## config.mk

```make
export PLATFORM = sky130hd
export DESIGN_NAME = hazard_forward_unit
export DESIGN_NICKNAME = d
export VERILOG_FILES = /design/src/rtl/hazard_forward_unit.sv
export SDC_FILE = /design/constraint.sdc
export NUM_CORES = 1
export LEC_CHECK = 0
export CORE_MARGIN = 10
export CORE_UTILIZATION = 40
export DETAILED_ROUTE_END_ITERATION = 8
export PLACE_DENSITY = 0.71
export SLEW_MARGIN = 20
export SYNTH_ARGS = -nofsm -noshare
export SYNTH_HDL_FRONTEND = slang
export SYNTH_SLANG_ARGS = --single-unit
```

## constraint.sdc

```tcl
create_clock -name clk -period 5 [get_ports clk]
set_clock_uncertainty 0.15 [all_clocks]
set_input_delay 1 -clock clk [delete_from_list [all_inputs] [get_ports clk]]
set_output_delay 1 -clock clk [all_outputs]
set_load 0.1 [all_outputs]
```

## src/rtl/hazard_forward_unit.sv

```systemverilog
// Hazard controller for a 5-stage pipeline: EX operand forwarding selects,
// load-use stall sequencing and branch squash of the wrong-path instructions.
module hazard_forward_unit #(
    parameter int RW       = 4,
    parameter int LOAD_LAT = 1
) (
    input  logic          clk,
    input  logic          rst,
    input  logic [RW-1:0] rs1D,
    input  logic [RW-1:0] rs2D,
    input  logic          useRs1D,
    input  logic          useRs2D,
    input  logic [RW-1:0] rdD,
    input  logic          regWriteD,
    input  logic          memReadD,
    input  logic          branchTakenE,
    output logic [1:0]    fwdA,
    output logic [1:0]    fwdB,
    output logic          stallF,
    output logic          stallD,
    output logic          flushD,
    output logic          flushE
);

    typedef enum logic {RUN, STALL} state_t;

    localparam logic [1:0] CNT_INIT = 2'(LOAD_LAT - 1);

    state_t        state, state_nxt;
    logic [1:0]    cnt, cnt_nxt;
    logic          stall, flush_e, flush_d, bubble;

    // Scoreboard: _p0 is the EX entry, _p1 the MEM entry. The WB entry is the
    // MEM entry one cycle later and no decision ever looks at it, so it is not held.
    logic          vld_p0, wr_p0, ld_p0;
    logic [RW-1:0] rd_p0;
    logic          vld_p1, wr_p1;
    logic [RW-1:0] rd_p1;

    logic          hit_a_p0, hit_b_p0, hit_a_p1, hit_b_p1, load_use;

    function automatic logic producer(input logic use_rs, input logic [RW-1:0] rs,
                                      input logic vld, input logic wr,
                                      input logic [RW-1:0] rd);
        return use_rs && (rs != '0) && vld && wr && (rd == rs);
    endfunction

    // The EX producer is the newest, so it wins over MEM unless its data is a load.
    function automatic logic [1:0] fwd_sel(input logic hit_e, input logic ld_e,
                                           input logic hit_m);
        if (hit_e && !ld_e) return 2'b01;
        if (hit_m)          return 2'b10;
        return 2'b00;
    endfunction

    assign hit_a_p0 = producer(useRs1D, rs1D, vld_p0, wr_p0, rd_p0);
    assign hit_b_p0 = producer(useRs2D, rs2D, vld_p0, wr_p0, rd_p0);
    assign hit_a_p1 = producer(useRs1D, rs1D, vld_p1, wr_p1, rd_p1);
    assign hit_b_p1 = producer(useRs2D, rs2D, vld_p1, wr_p1, rd_p1);
    assign load_use = ld_p0 && (hit_a_p0 || hit_b_p0);

    always_comb begin
        state_nxt = state;
        cnt_nxt   = cnt;
        stall     = 1'b0;
        flush_e   = 1'b0;
        flush_d   = 1'b0;
        if (branchTakenE) begin
            flush_d   = 1'b1;
            flush_e   = 1'b1;
            state_nxt = RUN;
            cnt_nxt   = 2'd0;
        end else begin
            case (state)
                RUN: begin
                    if (load_use) begin
                        stall   = 1'b1;
                        flush_e = 1'b1;
                        if (LOAD_LAT > 1) begin
                            state_nxt = STALL;
                            cnt_nxt   = CNT_INIT;
                        end
                    end
                end
                STALL: begin
                    stall   = 1'b1;
                    flush_e = 1'b1;
                    cnt_nxt = cnt - 2'd1;
                    if (cnt == 2'd1) state_nxt = RUN;
                end
                default: state_nxt = RUN;
            endcase
        end
    end

    assign bubble = stall | flush_e;

    // Reset forces the controls low at once, whatever the branch input does.
    assign stallF = rst & stall;
    assign stallD = rst & stall;
    assign flushD = rst & flush_d;
    assign flushE = rst & flush_e;

    // Decode -> EX boundary: control state, valid bits and forwarding selects
    always_ff @(posedge clk or negedge rst) begin
        if (!rst) begin
            state  <= RUN;
            cnt    <= 2'd0;
            vld_p0 <= 1'b0;
            vld_p1 <= 1'b0;
            fwdA   <= 2'b00;
            fwdB   <= 2'b00;
        end else begin
            state  <= state_nxt;
            cnt    <= cnt_nxt;
            vld_p0 <= !bubble;
            vld_p1 <= vld_p0;
            fwdA   <= bubble ? 2'b00 : fwd_sel(hit_a_p0, ld_p0, hit_a_p1);
            fwdB   <= bubble ? 2'b00 : fwd_sel(hit_b_p0, ld_p0, hit_b_p1);
        end
    end

    // EX -> MEM boundary: entry payload, qualified by the valid bits above
    always_ff @(posedge clk) begin
        rd_p0 <= rdD;
        wr_p0 <= regWriteD;
        ld_p0 <= memReadD;
        rd_p1 <= rd_p0;
        wr_p1 <= wr_p0;
    end

endmodule

```

## Word-level counts from Yosys, hierarchy flattened

Cells that the tools add are included.

| word-level totals | value |
|---|---|
| bits in registers | 20 |
| bits in latches | 0 |
| bits in writable memories | 0 |
| bits in read-only memories | 0 |
| bits of input ports | 19 |
| output and inout bits | 8 |
| logic and storage cells | 71 |
| memories | 0 |

| cells by class | value |
|---|---|
| add/subtract/negate cells | 1 |
| multiply operators | 0 |
| divide/modulo/power cells | 0 |
| magnitude comparators | 0 |
| equal/unequal tests | 5 |
| shift operators | 0 |
| muxes and demuxes | 26 |
| bitwise operators | 5 |
| reduce and logical (&&, ||, !) cells | 23 |

Operators with widths:

| kind | number |
|---|---|
| 2-to-1 mux 2 bit | 12 |
| logical AND 1 bit | 17 |
| equality test 4 bit | 4 |
| 2-to-1 mux 1 bit | 13 |
| nonzero test 4 bit | 2 |
| AND 1 bit | 3 |
| equality test 2 x 1 -> 1 bit, second input constant | 1 |
| logical NOT 1 bit | 2 |
| one-hot mux 1 bit (2 select lines) | 1 |
| nonzero test 2 bit | 1 |
| subtractor 2 x 1 -> 2 bit, second input constant | 1 |
| logical OR 1 bit | 1 |
| inverter 1 bit | 1 |
| OR 1 bit | 1 |

## Logic depth before layout (Yosys ltp)

Gate-level depths: netlist (run 1).

| depth | value |
|---|---|
| word-level depth | 12 |
| mapped depth | 6 |
| gate-level depth less buffers | 5 |

## Worst setup path before layout (run 1)

OpenSTA, ideal clock, no wires.

| timing path | value |
|---|---|
| path type | input to output |
| start | input port rs1D[0] |
| end | output port flushE |
| data arrival time | 3778 ps |
| required time | 3850 ps |
| path slack | 72 ps |
| stages on the path | 5 |
| buffers on the path | 0 |
| path through | o41a_1 nand4_1 nor4_4 o21ai_2 a21boi_0 |

| between the ends | value |
|---|---|
| word-level cells in the longest chain between the ends | 11 |
| elaborated cells between the ends (all ways) | 12 |
| those cells by class | eq/ne (1); mux (3); bitwise (1); reduce/logical (7) |

Ends and longest elaborated chain:

| item | line | RTL |
|---|---|---|
| from (decl) | 9 | `input logic [RW-1:0] rs1D,` |
| nonzero test 4 bit | 45 | `return use_rs && (rs != '0) && vld && wr && (rd == rs);` |
| logical AND 1 bit (3 in a row) | 45 |  |
| logical AND 1 bit (*) | 45 |  |
| logical OR 1 bit (*) | 60 | `assign load_use = ld_p0 && (hit_a_p0 \|\| hit_b_p0);` |
| logical AND 1 bit (*) | 60 |  |
| 2-to-1 mux 1 bit (*) | 76 | `if (load_use) begin` |
| one-hot mux 1 bit (2 select lines) (*) | 74 | `case (state)` |
| 2-to-1 mux 1 bit (*) | 68 | `if (branchTakenE) begin` |
| AND 1 bit (*) | 102 | `assign flushE = rst & flush_e;` |
| to (decl) | 22 | `output logic flushE` |

Every way passes the cells marked *; elsewhere a longest branch is shown, timed or not.

## Worst setup path after layout (run 1)

| timing path | value |
|---|---|
| start | input port rs1D[0] |
| end | output port stallF |

| between the ends | value |
|---|---|
| word-level cells in the longest chain between the ends | 11 |
| elaborated cells between the ends (all ways) | 12 |
| those cells by class | eq/ne (1); mux (3); bitwise (1); reduce/logical (7) |

Ends and longest elaborated chain:

| item | line | RTL |
|---|---|---|
| nonzero test 4 bit | 45 |  |
| logical AND 1 bit (3 in a row) | 45 |  |
| logical AND 1 bit (*) | 45 |  |
| logical OR 1 bit (*) | 60 |  |
| logical AND 1 bit (*) | 60 |  |
| 2-to-1 mux 1 bit (*) | 76 |  |
| one-hot mux 1 bit (2 select lines) (*) | 74 |  |
| 2-to-1 mux 1 bit (*) | 68 |  |
| AND 1 bit (*) | 99 | `assign stallF = rst & stall;` |
| to (decl) | 19 | `output logic stallF,` |

Marked as above.

==> results, run 1 <==
- In this run the worst setup path begins at rs1D[0].
- The count of standard-cell rows is 16.
- Pin placement for this block handled 27 I/O pins.
- The endpoint class of the critical path is an output pin.
- The overall die area is between 4000 and 5000 sq um.
- The count of unique library cells instantiated by Yosys is 26.
- The via count of the first global-routing pass is approximately 690.
- For this design the static power due to leakage is between 0.4 and 0.5 nW.
- Leaving out fill and tap cells, the most frequent cell in the layout is sky130_fd_sc_hd__clkdlybuf4s50_1.
- The cell area after synthesis is approximately 830 sq um.
- The share of total power dissipated in sequential elements is 0.585.
- In this run, the number of DRC markers left after iteration 0 of detailed routing was 10.
- The standard cell core area is slightly below 2000 sq um.
- In this run the critical register-to-register path is launched from state.
- Once routing completed, OpenROAD measured the worst setup slack at 1.08 ns.
- The DRC violation count after routing is 0.
- The number of buffers added for setup after CTS is 0.
- The number of warnings printed during yosys synthesis is 0.
- The data arrival time of the critical path is 2.77 ns.
- The chip height is 65.6 um.
- For flop-to-flop paths, the worst setup slack is 3.35 ns.
- Entering global routing, the biggest net connects 13 pins.
- The depth of the worst register-to-register path is 5.
- The fraction of final layout cells with drive strength greater than 1 is 0.131.
- Setup repair after global routing left no endpoint under its margin.
- The first global-routing pass estimated between 3 and 4 mm of wire.
- The startpoint-to-endpoint class of the critical path is in2out.
- Of the total power, combinational logic draws 0.159.
- The total internal power is approximately 0.00022 W.
- The final-report hold violation count is 0.
- The placement-stage worst setup slack is between 1 and 1.5 ns.
- The period utilization is 0.785.
- The first-pass iteration count of the detailed router is 4.
- The max-slew violation total from the final report is 0.
- After detailed routing, the total wire length is approximately 1.7 mm.
- Setup violations remaining at the end of the flow were counted as 0.
- The kind of start point of the critical path is an input pin.
- The clock transition at the register clock pins on the worst setup and hold paths after CTS is approximately 0.10 ns.
- Counting the fill cells in the layout gives 187.
- The synthesized instance count is 70.
- The TritonCTS clock tree is built.
- After detailed routing, the average wire length per cell comes to around 13 um.
- The flow ran to the end, and the final reports show no timing, DRC or antenna violations.
- After detailed routing, the number of vias per cell comes to approximately 4.7.
- The diode insertion count for antenna repair is 0.
- The post-route setup TNS is 0 ns.
- The worst hold path belongs to the class reg2reg.
- The worst path in the final design needs a cycle of around 4 ns, including I/O delays and setup.
- The average instance in the mapped netlist occupies roughly 12 sq um.
- The highest attainable clock frequency is approximately 250 MHz.
- The peak supply drop is 0.151 mV.
- The maximum root-to-sink buffer count is 2.
- The cell at the root of the clock tree is sky130_fd_sc_hd__clkbuf_4.
- The endpoint of the most critical register-to-register path is fwdA[1].
- The fraction of the yosys area taken by sequential cells is 0.535.
- The synthesized design contains 20 register bits.
- Clock latency on the worst-skew pair, taken at its later pin, is about 0.29 ns.
- Of the total power, the clock network draws 0.256.
- Measured on the finished design, the core utilization comes to 0.578.
- The cell type with the largest total area after synthesis is sky130_fd_sc_hd__dfrtp_1.
- The detailed router placed 589 vias in this run.
- At the pin with the least slew margin, the transition time is about 0.97 ns.
- Data on the critical path is required at its endpoint by between 3 and 4 ns.
- The initial antenna violation count is 0.
- The top cell types in the final layout, fill and taps aside, are sky130_fd_sc_hd__clkdlybuf4s50_1, sky130_fd_sc_hd__xnor2_1, sky130_fd_sc_hd__dfxtp_1.
- For this design the total switching power over the nets is 0.0000714 W.
- The layout overhead on the synthesized area is 36.4%.
- The net switching fraction of the power is 0.244.
- The number of gates resized after cts is 0.
- The post-cts hold buffer count is 0.
- Synthesis produced a netlist with a net count of 90.
- In this run the tool buffered the top-level ports with 26 buffer cells.
- The endpoint of the most critical setup path is stallF.
- The routability congestion estimate is 0.794.
- The floorplan step set the die width to 65.6 um.
- The number of nets in the layout is 120.
- The total clock buffers created by CTS is 3.
- The tool flagged a number of max-cap violations equal to 0.
- The placed wire-length estimate is 1.50 mm.
- Summed over all layers, the global routing overflow is 0.
- Across every metal layer, demand over resource in global routing totals 0.0909.
- The antenna violation net count after detailed routing is 0.
- The effective utilization at floorplan is 0.424.
- Measured against its own limit, the worst slew margin works out to 0.349.
- The power per cell area is around 260 nW/um^2.
- Of the post-synthesis cell area, the dominant cell type holds 0.271.
- In this run the number of H-tree levels came out at 1.
- In the post-synthesis netlist, the biggest area contributors are sky130_fd_sc_hd__dfrtp_1, sky130_fd_sc_hd__dfxtp_1, sky130_fd_sc_hd__xnor2_1, sky130_fd_sc_hd__xor2_1, sky130_fd_sc_hd__nand3_1.
- The tree built by TritonCTS fans out to 20 sinks.
- The maximum fanout along the worst path is 4.
## through the flow
step	cell area [sq um]	hold slack, ns	cells	power [W]
floorplan	832	0.200	70	0.000198
global placement	1110	0.218	122	0.000221
detailed placement	1110	0.225	122	0.000222
CTS	1130	0.244	126	0.000298
global route	1130	0.260	126	0.000310
finish	1130	0.241	126	0.000293
## synth_stat cells (all sizes together)
| master | number |
|---|---|
| a211oi | 2 |
| a21boi | 1 |
| a21oi | 1 |
| and2 | 2 |
| and3b | 2 |
| buf | 1 |
| dfrtp | 9 |
| dfxtp | 11 |
| ha | 1 |
| inv | 2 |
| mux2i | 1 |
| nand2 | 1 |
| nand2b | 1 |
| nand3 | 5 |
| nand4 | 2 |
| nor2 | 3 |
| nor3 | 3 |
| nor3b | 1 |
| nor4 | 1 |
| o21ai | 1 |
| o41a | 1 |
| or4 | 1 |
| xnor2 | 12 |
| xor2 | 5 |
## kinds of logic after synthesis
group	Yosys count	share of synthesized area
AND/OR/NAND/NOR	22	0.183
flip-flops	20	0.535
XOR/XNOR	17	0.179
AO/OA/AOI/OAI	6	0.0571
buffers and inverters	3	0.0181
multiplexers	1	0.0120
adder cells (fa/ha/maj)	1	0.0150
## worst min-delay path by stage
stage | start | to | cells after the start
2_1_floorplan | wr_p0 | wr_p1 | 0
3_3_place_gp | wr_p0 | wr_p1 | 0
3_5_place_dp | wr_p0 | wr_p1 | 0
4_1_cts | wr_p0 | wr_p1 | 0
5_1_grt | wr_p0 | wr_p1 | 0
6_report | wr_p0 | wr_p1 | 0
## layer usage
layer / wire length [um] / part of all wire / global-route usage
met1: 650 / 0.38 / 0.0903
met2: 851 / 0.50 / 0.145
met3: 177 / 0.10 / 0.0492
met4: 12 / 0.0071 / 0.0588
met5: 0 / 0 / 0
## sequential cells by signal, summed over array words and instances, names as in the netlist
register and flops:
cnt 2, fwdA 2, fwdB 2, ld_p0 1, rd_p0 4, rd_p1 4
state 1, vld_p0 1, vld_p1 1, wr_p0 1, wr_p1 1
## power by group through the flow
stage / combinational (W) / sequential (W) / clock (W)
floorplan: 0.0000236 / 0.000174 / 0
global placement: 0.0000466 / 0.000175 / 0
detailed placement: 0.0000472 / 0.000175 / 0
CTS: 0.0000473 / 0.000171 / 0.0000790
global route: 0.0000510 / 0.000172 / 0.0000866
finish: 0.0000466 / 0.000171 / 0.0000748
## area by class of cell
class | instances | area, sq um | share of cell area
inverters | 2 | 7.51 | 0.00662
clock buffers | 4 | 26.3 | 0.0232
multi-input cells | 47 | 372 | 0.327
repair buffers | 26 | 250 | 0.221
well taps | 27 | 33.8 | 0.0298
flip-flops and latches | 20 | 445 | 0.393
## worst max-delay path, cell delays in order
cell                              delay (ns)
sky130_fd_sc_hd__clkdlybuf4s50_1        0.53
sky130_fd_sc_hd__o41a_1                 0.21
sky130_fd_sc_hd__nand4_1                0.15
sky130_fd_sc_hd__nor4_4                 0.24
sky130_fd_sc_hd__o21ai_2                0.12
sky130_fd_sc_hd__a21oi_1                0.19
sky130_fd_sc_hd__buf_4                  0.32
(Power assumes the default switching activity.)
==> run 2: changes to the inputs <==
CORE_UTILIZATION = 39   (was 40)
PLACE_DENSITY = 0.72   (was 0.71)
clock period = 3.5 ns   (was 5 ns; I/O delays follow)
==> run 2 against run 1 <==
Compared with the run above:
- sequential power up 43%
- register-to-register slack got worse by 1.6 ns
- worst hold slack worse by 0.0039 ns
- cell count increased by 0.79%
- design area rose by 6.4%
==> results, run 2 (synthesis gave the netlist of run 1 again) <==
- For this run, design rule violations remaining after detail routing come to 0.
- The first TritonRoute pass finished after 2 iterations.
- TritonCTS built the clock tree.
- The layout overhead on the synthesized area is 45.1%.
- Among cell families on the critical path, the largest total delay comes from buffers and inverters.
- Across every metal layer, demand over resource in global routing totals 0.0923.
- Routability-driven placement finished with a final weighted congestion of 0.774.
- For this run, the share of the core covered by cells in the final layout is 0.603.
- In this run the power density over the cells is ~370 nW/um^2.
- Counting both buffers and inverters, the worst setup path holds a total of 2.
- For the worst setup path, the data required time is 2.65 ns.
- In this design, the stage delay of the slowest critical-path cell is between 0.5 and 0.6 ns.
- The largest registers in the layout are rd_p0 x4, rd_p1 x4.
- The antenna violation net count after detailed routing is 0.
- After routing the design area is about 1200 sq um.
- Buffers inserted during clock tree synthesis total 3.
- The HPWL after detailed placement is approximately 1.6 mm.
- The final-report hold violation count came to 0.
- The time the worst path needs with I/O delays and setup is roughly 3.3 ns.
- The first-pass GRT wire length is just over 3 mm.
- In this run the vertical extent of the chip is approximately 66 um.
- The number of ports placed on the die boundary is 27.
- The period utilization is 0.937.
- In the layout the commonest cells are sky130_fd_sc_hd__clkdlybuf4s50_1, sky130_fd_sc_hd__xnor2_1, sky130_fd_sc_hd__dfxtp_1.
- The worst setup path is of the in2out kind.
- The wire length reported by the detailed router is between 1.5 and 2 mm.
- In the final timing run, aggregate negative setup slack is 0 ns.
- The post-detailed-placement cell area is 1170 sq um.
- The floorplan step defined a core boundary enclosing approximately 2000 sq um.
- The routing layer with the top usage in global route is met2.
- Summed over all cells, the static leakage comes to 0.473 nW.
- Prior to clock tree synthesis, the placed netlist has a worst setup slack of roughly 0.23 ns.
- The max-cap check violation count is 0.
- The number of nets in the layout is 121.
- The diode insertion count for antenna repair is 0.
- The maximum fanout along the worst path is 4.
- The worst hold path class is reg2reg.
- The via density per instance is roughly 4.7.
- The met3 usage is 0.0542.
- The max-slew violation total from the final report came to 0.
- The via count of the first global-routing pass came to between 600 and 700.
- The final setup violation count is 0.
- The run finished with clean final reports.
- The per-cell routed wire length is between 10 and 15 um.
- After clock tree synthesis, the repair step resized 0 gates.
- The library cell used most frequently in the layout, excluding fill and tap cells, is sky130_fd_sc_hd__clkdlybuf4s50_1.
- The die width is roughly 66 um.
- Entering global routing, the biggest net connects 12 pins.
- On the critical path, the stage with the largest delay is an instance of sky130_fd_sc_hd__clkdlybuf4s50_1.
- Clock tree synthesis selected as its root buffer the cell sky130_fd_sc_hd__clkbuf_4.
- The count of H-tree levels built during CTS is 1.
- The headroom to the max-slew limit is 0.762.
- The clock transition at the register clock pins on the worst setup and hold paths after CTS is roughly 0.10 ns.
- For this run, global-route usage on met2 was measured as 0.145.
- The overall power is approximately 0.00045 W.
- The endpoint class of the critical path is an output pin.
- Once the clock tree was built, the setup fixing pass inserted 0 buffers.
- The fraction of final layout cells with drive strength greater than 1 is 0.210.
- STA classifies the critical path startpoint as an input pin.
- Input and output buffers added on the ports amount to 26.
- The initial antenna violation count is 0.
- The count of vias placed by the detailed router is between 500 and 600.
- The met1 track demand over resource in global routing is 0.0983.
- The worst setup margin is around 0.22 ns.
- Counting along the longest clock path gives a buffer depth of 2.
- The data arrival time of the critical path is 2.43 ns.
- The effective utilization at floorplan is 0.416.
- IR analysis of the VDD net gives a maximum drop of between 0.2 and 0.3 mV.
- The overall die area is 4380 sq um.
- For this design, the sink count on the clock tree is 20.
- The total congestion overflow after global routing is 0.
- The initialized floorplan defines 16 standard-cell rows.
- Traced cell by cell, the critical path runs through clkdlybuf4s50_1 > o41a_1 > nand4_1 > nor4_4 > o21ai_2 > a21oi_4 > buf_12.
- The highest attainable clock frequency is roughly 310 MHz.
- For the pin with the worst max-slew slack, the measured transition is roughly 0.36 ns.
- The first routing iteration left 18 violations.
- The clock reaches the later pin of the worst-skew pair after around 0.3 ns.
- The number of fillers in the final layout is 180.
- The post-cts hold buffer count is 0.
- Setup repair after global routing left no endpoint under its margin.
==> run 2: cell count changes in the layout (fill, tap and decap cells not counted), sizes merged <==
cell	before	now
buf	4	9
clkdlybuf4s50	22	18
==> run 2: per-layer routing <==
| metal | vias up | share of wire |
|---|---|---|
| met5 | - | 0 |
| li1 | 304 | - |
| met2 | 15 | 0.49 |
| met4 | 0 | 0.012 |
| met1 | 275 | 0.41 |
| met3 | 5 | 0.088 |
==> run 2: worst register-to-register path, cell delays in order (launching register included) <==
cell and delay (ns):
sky130_fd_sc_hd__dfrtp_1 0.44, sky130_fd_sc_hd__nor2_1 0.31, sky130_fd_sc_hd__nand3_1 0.19, sky130_fd_sc_hd__nor3_1 0.26, sky130_fd_sc_hd__nand4_1 0.14, sky130_fd_sc_hd__a211oi_1 0.22
==> run 2: power breakdown <==
group | total, W | internal (W) | switching, W
clock | 0.000129 | 0.0000635 | 0.0000651
sequential | 0.000245 | 0.000237 | 0.00000772
combinational | 0.0000727 | 0.0000386 | 0.0000341
total | 0.000446 | 0.000339 | 0.000107
==> run 2: worst paths after layout <==
path,end,start,slack [ns],depth (start not counted)
worst max-delay path,stallF,rs1D[0],0.22,7
worst max register to register,fwdA[1],state,1.71,5
worst min register to register,wr_p1,wr_p0,0.24,0
min in group asynchronous,state,rst,0.47,1
worst min-delay path,wr_p1,wr_p0,0.24,0
max in group asynchronous,vld_p0,rst,2.36,2
==> run 2: stage by stage <==
step,std cells,hold slack (ns)
after floorplan,70,0.200
after global placement,123,0.222
after detailed placement,123,0.222
after CTS,127,0.241
after global routing,127,0.241
final,127,0.237
==> run 2: final cells by class <==
cell class | instances | area [sq um] | share of cell area
Clock buffer | 4 | 36.3 | 0.0301
Inverter | 2 | 7.51 | 0.00622
Multi-Input combinational cell | 47 | 387 | 0.320
Sequential cell | 20 | 445 | 0.369
Tap cell | 27 | 33.8 | 0.0280
Timing Repair Buffer | 27 | 298 | 0.247
==> run 3: changes to the inputs <==
--- a/config.mk
+++ b/config.mk
@@ -6,4 +6,5 @@
 export NUM_CORES = 1
 export LEC_CHECK = 0
+export CORE_ASPECT_RATIO = 0.8
 export CORE_MARGIN = 10
 export CORE_UTILIZATION = 39
==> constraint.sdc (replaced) <==
create_clock -name clk -period 3.5 [get_ports clk]
set_clock_uncertainty 0.15 [all_clocks]
set_input_delay 0.525 -clock clk [delete_from_list [all_inputs] [get_ports clk]]
set_output_delay 0.525 -clock clk [all_outputs]
set_load 0.1 [all_outputs]
==> run 3 against run 2 <==
Compared with the run above:
- sequential share of layout area up 0.43 points
- setup slack better by 0.29 ns
- die area up 0.26%
- core utilization rose by 0.53 points
- register-to-register slack improved by 0.12 ns
- first-iteration DRC count grew 22%
- count of clock-buffer cells in the layout is the same
- via count fell by 2.2%
- routed wire length shrank 3.4%
- maximum frequency up 9.8%
- critical path depth is the same
- worst hold slack better by 0.0033 ns
==> results, run 3 (synthesis gave the netlist of run 1 again) <==
- The routed layout has between 500 and 600 vias.
- In the finished design, the share of the clock period the worst path needs comes to 0.853.
- The run finished with clean final reports.
- The endpoint of the most critical register-to-register path is fwdA[1].
- In the final layout, the share of cells above drive strength 1 is 0.152.
- The largest registers in the layout are rd_p0 x4, rd_p1 x4.
- The overall die area is about 4400 sq um.
- CTS placed an instance of sky130_fd_sc_hd__clkbuf_4 at the clock tree root.
- The placement-stage worst setup slack is a little over 0.5 ns.
- The most common cell after layout, fill and taps aside is sky130_fd_sc_hd__clkdlybuf4s50_1.
- Using the TritonRoute via totals, the vias-per-cell ratio works out to 4.76.
- Gates resized during post-CTS repair numbered 0.
- The pin count of the biggest net entering global routing is 13.
- For this run, design rule violations remaining after detail routing come to 0.
- Pin placement for this block handled 27 I/O pins.
- The final setup violation count is 0.
- The cell at the slowest stage of the critical path is sky130_fd_sc_hd__clkdlybuf4s50_1.
- STA classifies the critical path startpoint as an input pin.
- The startpoint-to-endpoint class of the critical path is in2out.
- The wire length reported by the detailed router is around 1.8 mm.
- Counting the buffers created by CTS gives 3.
- For this run, the post-layout net count is 120.
- Once detailed placement completed, the half-perimeter wirelength came to 1.57 mm.
- The max-slew violation total from the final report is 0.
- The die width is between 70 and 80 um.
- In the final routed layout, each cell accounts on average for around 15 um.
- For the worst setup path, the data arrival time is 2.31 ns.
- Setup repair after global routing left no endpoint under its margin.
- The cell leakage power is 0.460 nW.
- The floorplan step set the die height to 61.3 um.
- The startpoint identified for the worst hold timing path is wr_p0.
- In this run the number of cells on the critical path is 7.
- The initial antenna violation count is 0.
- The first-pass GRT wire length is roughly 2.8 mm.
- After global routing the overflow that remains totals 0.
- The first-pass iteration count of the detailed router is 2.
- At the later pin of the worst-skew pair, clock insertion delay measures 0.31 ns.
- The number of instances in the placed design is about 120.
- The antenna violation net count after detailed routing is 0.
- The worst hold path class is reg2reg.
- Walking the worst path, the cells encountered are clkdlybuf4s50_1 > o41a_1 > nand4_1 > nor4_4 > o21ai_2 > a21oi_2 > buf_12.
- The cell depth of the worst min-delay path is 0.
- The count of H-tree levels built during CTS is 1.
- The final-report hold violation count is 0.
- The maximum fanout along the worst path is 4.
- The core region is approximately 2000 sq um.
- The post-cts hold buffer count is 0.
- The routability congestion estimate is approximately 0.7.
- The via count of the first global-routing pass is ~600.
- The first-iteration detailed-routing DRC count is 22.
- Across the run, the number of max-cap violations was 0.
- In the layout the commonest cells are sky130_fd_sc_hd__clkdlybuf4s50_1, sky130_fd_sc_hd__xnor2_1, sky130_fd_sc_hd__dfxtp_1.
- In this run the core area contains 14 standard-cell rows.
- The maximum root-to-sink buffer count is 2.
- The final cell count without fillers is roughly 120.
- Post-CTS timing repair inserted 0 buffers for setup.
- The post-route setup TNS is 0 ns.
- The depth of the worst register-to-register path is 5.
- The time the worst path needs with I/O delays and setup is just under 3 ns.
- The fraction of the core area covered by cells at the end of the flow is 0.608.
- For hold timing, the worst endpoint is wr_p1.
- The actual transition at the worst max-transition pin is between 0.9 and 1 ns.
- The headroom to the max-slew limit is 0.351.
- The cell family with the largest share of critical-path delay is buffers and inverters.
- The count of buffers from port buffering is 26.
- The highest attainable clock frequency is approximately 340 MHz.
- The worst setup margin is 0.515 ns.
- The number of buffers and inverters on the critical path is 2.
- STA puts the critical path data required time at 2.82 ns.
- The number of sinks handled by clock tree synthesis is 20.
- After clock tree synthesis, the clock-pin slew on the worst setup and hold paths is approximately 0.11 ns.
- The endpoint class of the critical path is an output pin.
- In this design, the stage delay of the slowest critical-path cell is between 0.5 and 0.6 ns.
- From synthesis to final layout, the design area changed by 43.5%.
- The TritonCTS clock tree is built.
- The global routing usage summed across all routing layers is 0.0856.
- The number of fillers in the final layout is between 150 and 200.
- The repair_antennas step left the layout with diodes totalling 0.
- Setup slack on the worst reg-to-reg path comes out at between 1.5 and 2 ns.
- The peak supply drop is between 0.2 and 0.3 mV.
- Across the whole layout, storage elements account for between 400 and 500 sq um.
- The worst register-to-register path begins at state.
- The combined area of the multi-input logic cells is about 380 sq um.
- The power per cell area is between 400 and 500 nW/um^2.
- The effective utilization at floorplan is 0.424.
run 3: changes by cell type in the layout (fill, tap and decap cells not counted), sizes merged:
| cell | before | now |
|---|---|---|
| clkdlybuf4s50 | 18 | 22 |
| buf | 9 | 4 |
run 3: through the flow:
stage               area [sq um]  hold WS [ns]  power [W]
floorplan                    836        0.0794   0.000283
global placement            1150         0.222   0.000318
detailed placement          1150         0.221   0.000320
CTS                         1190         0.239   0.000483
global route                1190         0.248   0.000499
finish                      1190         0.240   0.000478
run 3: area by class of cell:
cell class	count	area share
clock buffer	4	0.0398
sequential	20	0.373
timing repair buffer	26	0.241
inverter	2	0.00629
multi-input combinational	47	0.314
tap	24	0.0252
run 3: worst max-delay path by stage:
stage          slack [ns]     from  endpoint
2_1_floorplan        0.27  rs1D[0]    flushE
3_3_place_gp         0.58  rs1D[0]    stallD
3_5_place_dp         0.51  rs1D[0]    stallF
4_1_cts              0.50  rs1D[0]    stallF
5_1_grt              0.36  rs1D[0]    stallF
6_report             0.52  rs1D[0]    stallF
run 3: report_power, final:
| part | internal, W | switching, W | leakage, nW | total, W |
|---|---|---|---|---|
| clock network | 0.0000873 | 0.0000766 | 0.0261 | 0.000164 |
| registers | 0.000237 | 0.00000758 | 0.214 | 0.000245 |
| logic | 0.0000362 | 0.0000330 | 0.220 | 0.0000692 |
run 3: layer usage:
metal,wire [um],track usage,vias up
met2,834,0.128,16
li1,-,-,299
met5,0,0,-
met1,810,0.0970,267
met3,149,0.0563,4
met4,16,0.0303,0
==> RTL edit 1: new RTL, flow settings as in run 2 <==
Change the parameter `RW` from 4 to 3.
--- a/src/rtl/hazard_forward_unit.sv
+++ b/src/rtl/hazard_forward_unit.sv
@@ -1,7 +1,7 @@
 // Hazard controller for a 5-stage pipeline: EX operand forwarding selects,
 // load-use stall sequencing and branch squash of the wrong-path instructions.
 module hazard_forward_unit #(
-    parameter int RW       = 4,
+    parameter int RW       = 3,
     parameter int LOAD_LAT = 1
 ) (
     input  logic          clk,
Interface: changed (resized rdD, rs1D and rs2D); port bits go from 27 to 24. The function was not compared with the original's and may differ.
==> RTL edit 1 against run 2 <==
- design area down 8.0%
- synthesized cell count unchanged
- utilization down 2.5 points
- largest cell class unchanged
- sequential cell count down 2
- routed wire length down 18%
- setup slack better by 0.071 ns
- cell count down 3.1%
- synthesized area down 6.3%
- power down 8.3%
==> RTL edit 1: results (changes against run 2) <==
Clock share of power -> 29.9% (was 28.8%)
Sequential fraction of the synthesis area -> 52.0% (was 53.5%)
Non-clock buffer share -> 25.5% (was 24.7%)
Final nets -> 114 (was 121)
R2r setup slk -> 1.97 ns (was 1.71 ns)
Number of non-clock inverters -> 1 (was 2)
First-pass GRT wire length -> 2.67 mm (was 3.02 mm)
Final Wtd Congestion -> 0.790 (was 0.774)
Relative slew slack -> 75.5% (was 76.2%)
Outcome -> finished, final reports clean (unchanged)
Top flop regs -> rd_p0 x3, rd_p1 x3 (was rd_p0 x4, rd_p1 x4)
Area contributors post-synth -> dfrtp_1, dfxtp_1, xor2_1 (was dfrtp_1, dfxtp_1, xnor2_1)
Async set-or-reset flop fraction in the synthesized netlist -> 50.0% (was 45.0%)
Worst IR Drop VDD -> 0.232 mV (was 0.290 mV)
Final WS setup -> 0.293 ns (was 0.222 ns)
Clock-cell share of area -> 3.27% (was 3.01%)
P_leak -> 0.000443 uW (was 0.000473 uW)
FF+latch area -> 405 um^2 (was 445 um^2)
Via count -> 583 (was 599)
Inst Count DP -> 119 (was 123)
Yosys cell types -> 28 (was 26)
1st-pass router iterations -> 4 (was 2)
Most common library cells after synthesis -> dfrtp_1, dfxtp_1, xor2_1, nand2_1, xnor2_1 (was xnor2_1, dfxtp_1, dfrtp_1, nand3_1, xor2_1)
Count of non-CTS buffers in the layout -> 26 (was 27)
Critical R2R Launch -> vld_p0 (was state)
Syn Nets -> 87 (was 90)
Vias per cell -> 4.74 (was 4.72)
Setup crit start -> rs1D[2] (was rs1D[0])
DP HPWL -> 1.31 mm (was 1.57 mm)
Num sequential -> 18 (was 20)
1st-iter DRT viols -> 12 (was 18)
Seq pwr share -> 53.7% (was 54.9%)
Post_cts resized -> 0 (unchanged)
Vias in the first global route -> 626 (was 630)
Crit path to -> stallD (was stallF)
Crit-path max FO -> 6 (was 4)
CP Data Arrival Time -> 2.36 ns (was 2.43 ns)
R2R cell count -> 4 (was 5)
CP max stage delay -> 0.47 ns (was 0.53 ns)
Largest net degree at the start of global routing -> 14 (was 12)
Multi-input combinational area share -> 31.4% (was 32.0%)
Layout cell share with drive strength beyond 1 -> 18.8% (was 21.0%)
Reg-to-Reg End -> fwdA[1] (unchanged)
Detailed Route WL -> 1.53 mm (was 1.88 mm)
Post-Place Worst Slack -> 0.279 ns (was 0.229 ns)
RTL edit 1: cell count changes after synthesis, sizes merged, moves of 2 or more:
| cell | delta |
|---|---|
| and3b | -2 |
| a211oi | -2 |
| nand4 | +2 |
| nor2b | +2 |
| dfxtp | -2 |
| xnor2 | -6 |
| nor4 | +4 |
| o211ai | +2 |
| nand3 | -5 |
| nand2 | +5 |
| nor3 | -2 |
| xor2 | +2 |
| buf | +3 |
RTL edit 1: through the flow:
step           power, uW  cell area [um^2]
6_report             409              1110
3_5_place_dp         292              1070
4_1_cts              416              1110
2_1_floorplan        257               779
5_1_grt              427              1110
3_3_place_gp         291              1070
RTL edit 1: worst reg2reg max path: cells and delay by family (launching register included):
kind	cells	cell delay, ns
AOI/OAI and AO/OA	1	0.11
DFF	1	0.36
and+or+nand+nor	3	0.78
RTL edit 1: how the worst min path moves through the flow:
stage	startpoint	end	slack, ns
3_5_place_dp	wr_p0	wr_p1	0.19
4_1_cts	wr_p0	wr_p1	0.21
6_report	wr_p0	wr_p1	0.21
5_1_grt	wr_p0	wr_p1	0.21
2_1_floorplan	wr_p0	wr_p1	0.18
3_3_place_gp	wr_p0	wr_p1	0.19
RTL edit 1: cells by family (layout without fill, tap and decap cells):
group	Yosys count	count (layout)	share of synthesized area, %
compound gates	8	8	8.51
xor+xnor	13	13	14.6
fa+ha+maj	1	1	1.60
buf+inv	5	31	3.21
flops	18	18	52.0
mux	1	1	1.28
simple gates	24	24	18.8
RTL edit 1: layer usage:
metal | vias up | global-route usage (%) | share of wire, %
met3 | 3 | 3.26 | 7.5
met2 | 22 | 13.1 | 45
met5 | - | 0 | 0
li1 | 300 | - | -
met4 | 0 | 3.21 | 1.4
met1 | 258 | 8.56 | 46
==> RTL edit 2: new RTL, config.mk and constraints of run 2 <==
Without the edit above. Make the reset (`rst`) synchronous in one clocked block.
--- a/src/rtl/hazard_forward_unit.sv
+++ b/src/rtl/hazard_forward_unit.sv
@@ -102,7 +102,7 @@
     assign flushE = rst & flush_e;
 
     // Decode -> EX boundary: control state, valid bits and forwarding selects
-    always_ff @(posedge clk or negedge rst) begin
+    always_ff @(posedge clk) begin
         if (!rst) begin
             state  <= RUN;
             cnt    <= 2'd0;
Check against the original RTL: differs if rst is asserted again (counterexample within 4 cycles, from zero or initial values and one cycle with rst low); with rst held inactive, the same outputs for 10 cycles.
==> RTL edit 2 against run 2 <==
- design area rose by 1.5%
- utilization rose by 2.1 points
- largest cell class unchanged
- non-clock buffer count rose by 4
- combinational power fell by 6.2%
- sequential cell count did not move
- setup slack got worse by 0.087 ns
- cell count rose by 7.1%
- maximum frequency fell by 2.6%
- global-route usage barely moved
- synthesized cell count rose by 10%
- synthesized area fell by 3.8%
- routed wire length rose by 3.9%
- power rose by 11%
==> RTL edit 2: results (changes against run 2) <==
GRT Util Overall -> 9.23% (about the same)
Synth Area in Compound Gates -> 7.81% (was 5.71%)
CP Data Arrival Time -> 2.52 ns (was 2.43 ns)
CP max stage delay -> 0.57 ns (was 0.53 ns)
Met1 Use GR -> 11.4% (was 9.83%)
Power per standard cell area -> 404 mW/mm^2 (was 370 mW/mm^2)
Non-Filler Instances -> 136 (was 127)
Mux share of post-synthesis cell area -> 1.25% (was 1.20%)
Adder-cell area share of the yosys netlist -> 1.56% (was 1.50%)
Metal1 wirelength -> 898 um (was 762 um)
Worst IR Drop VDD -> 0.265 mV (was 0.290 mV)
Layout cell share with drive strength beyond 1 -> 20.2% (was 21.0%)
Crit-path max FO -> 3 (was 4)
Sequential fraction of the synthesis area -> 50.0% (was 53.5%)
Dpl cell area -> 0.00115 mm^2 (was 0.00117 mm^2)
P_leak -> 0.000487 uW (was 0.000473 uW)
Outcome -> finished, final reports clean (unchanged)
M2 GR Usage -> 14.5% (about the same)
Via count -> 659 (was 599)
Met2 routed WL -> 955 um (was 923 um)
Post-Place Worst Slack -> -0.121 ns (was 0.229 ns)
Critical R2R Launch -> rd_p0[0] (was state)
Filler instances -> 183 (was 180)
Post-synth top area share -> 50.0% (was 27.1%)
Area contributors post-synth -> dfxtp_1, xor2_1, xnor2_1 (was dfrtp_1, dfxtp_1, xnor2_1)
Xor and xnor fraction of the mapped netlist area -> 18.6% (was 17.9%)
Async set-or-reset flop fraction in the synthesized netlist -> 0% (was 45.0%)
[RTL edit 2: worst reg2reg max path, delay by kind of cell (launching register included)]
| family | cells | cell delay, ns |
|---|---|---|
| and+or+nand+nor | 2 | 0.71 |
| AOI/OAI and AO/OA | 1 | 0.52 |
| DFF | 1 | 0.36 |
| xor gates and xnor gates | 1 | 0.17 |
[RTL edit 2: repair_timing]
item / CTS / global route
pin swaps: 2 / 2
hold buffers: 0 / 0
endpoints found under the setup margin: 3 / 3
resized for setup: 0 / 5
[RTL edit 2: layout make-up]
cell class	count	share of cell area, %
flip-flops and latches	20	32.7
multi-input cells	49	32.4
repair buffers	31	26.4
well taps	27	2.76
clock inverters	1	2.45
clock buffers	3	1.84
inverters	5	1.53
[RTL edit 2: worst paths after layout]
check / to / slack, ns / cells past startpoint
max: flushE / 0.13 / 6
min: wr_p1 / 0.23 / 0
max reg2reg: vld_p0 / 1.48 / 4
min reg2reg: wr_p1 / 0.23 / 0
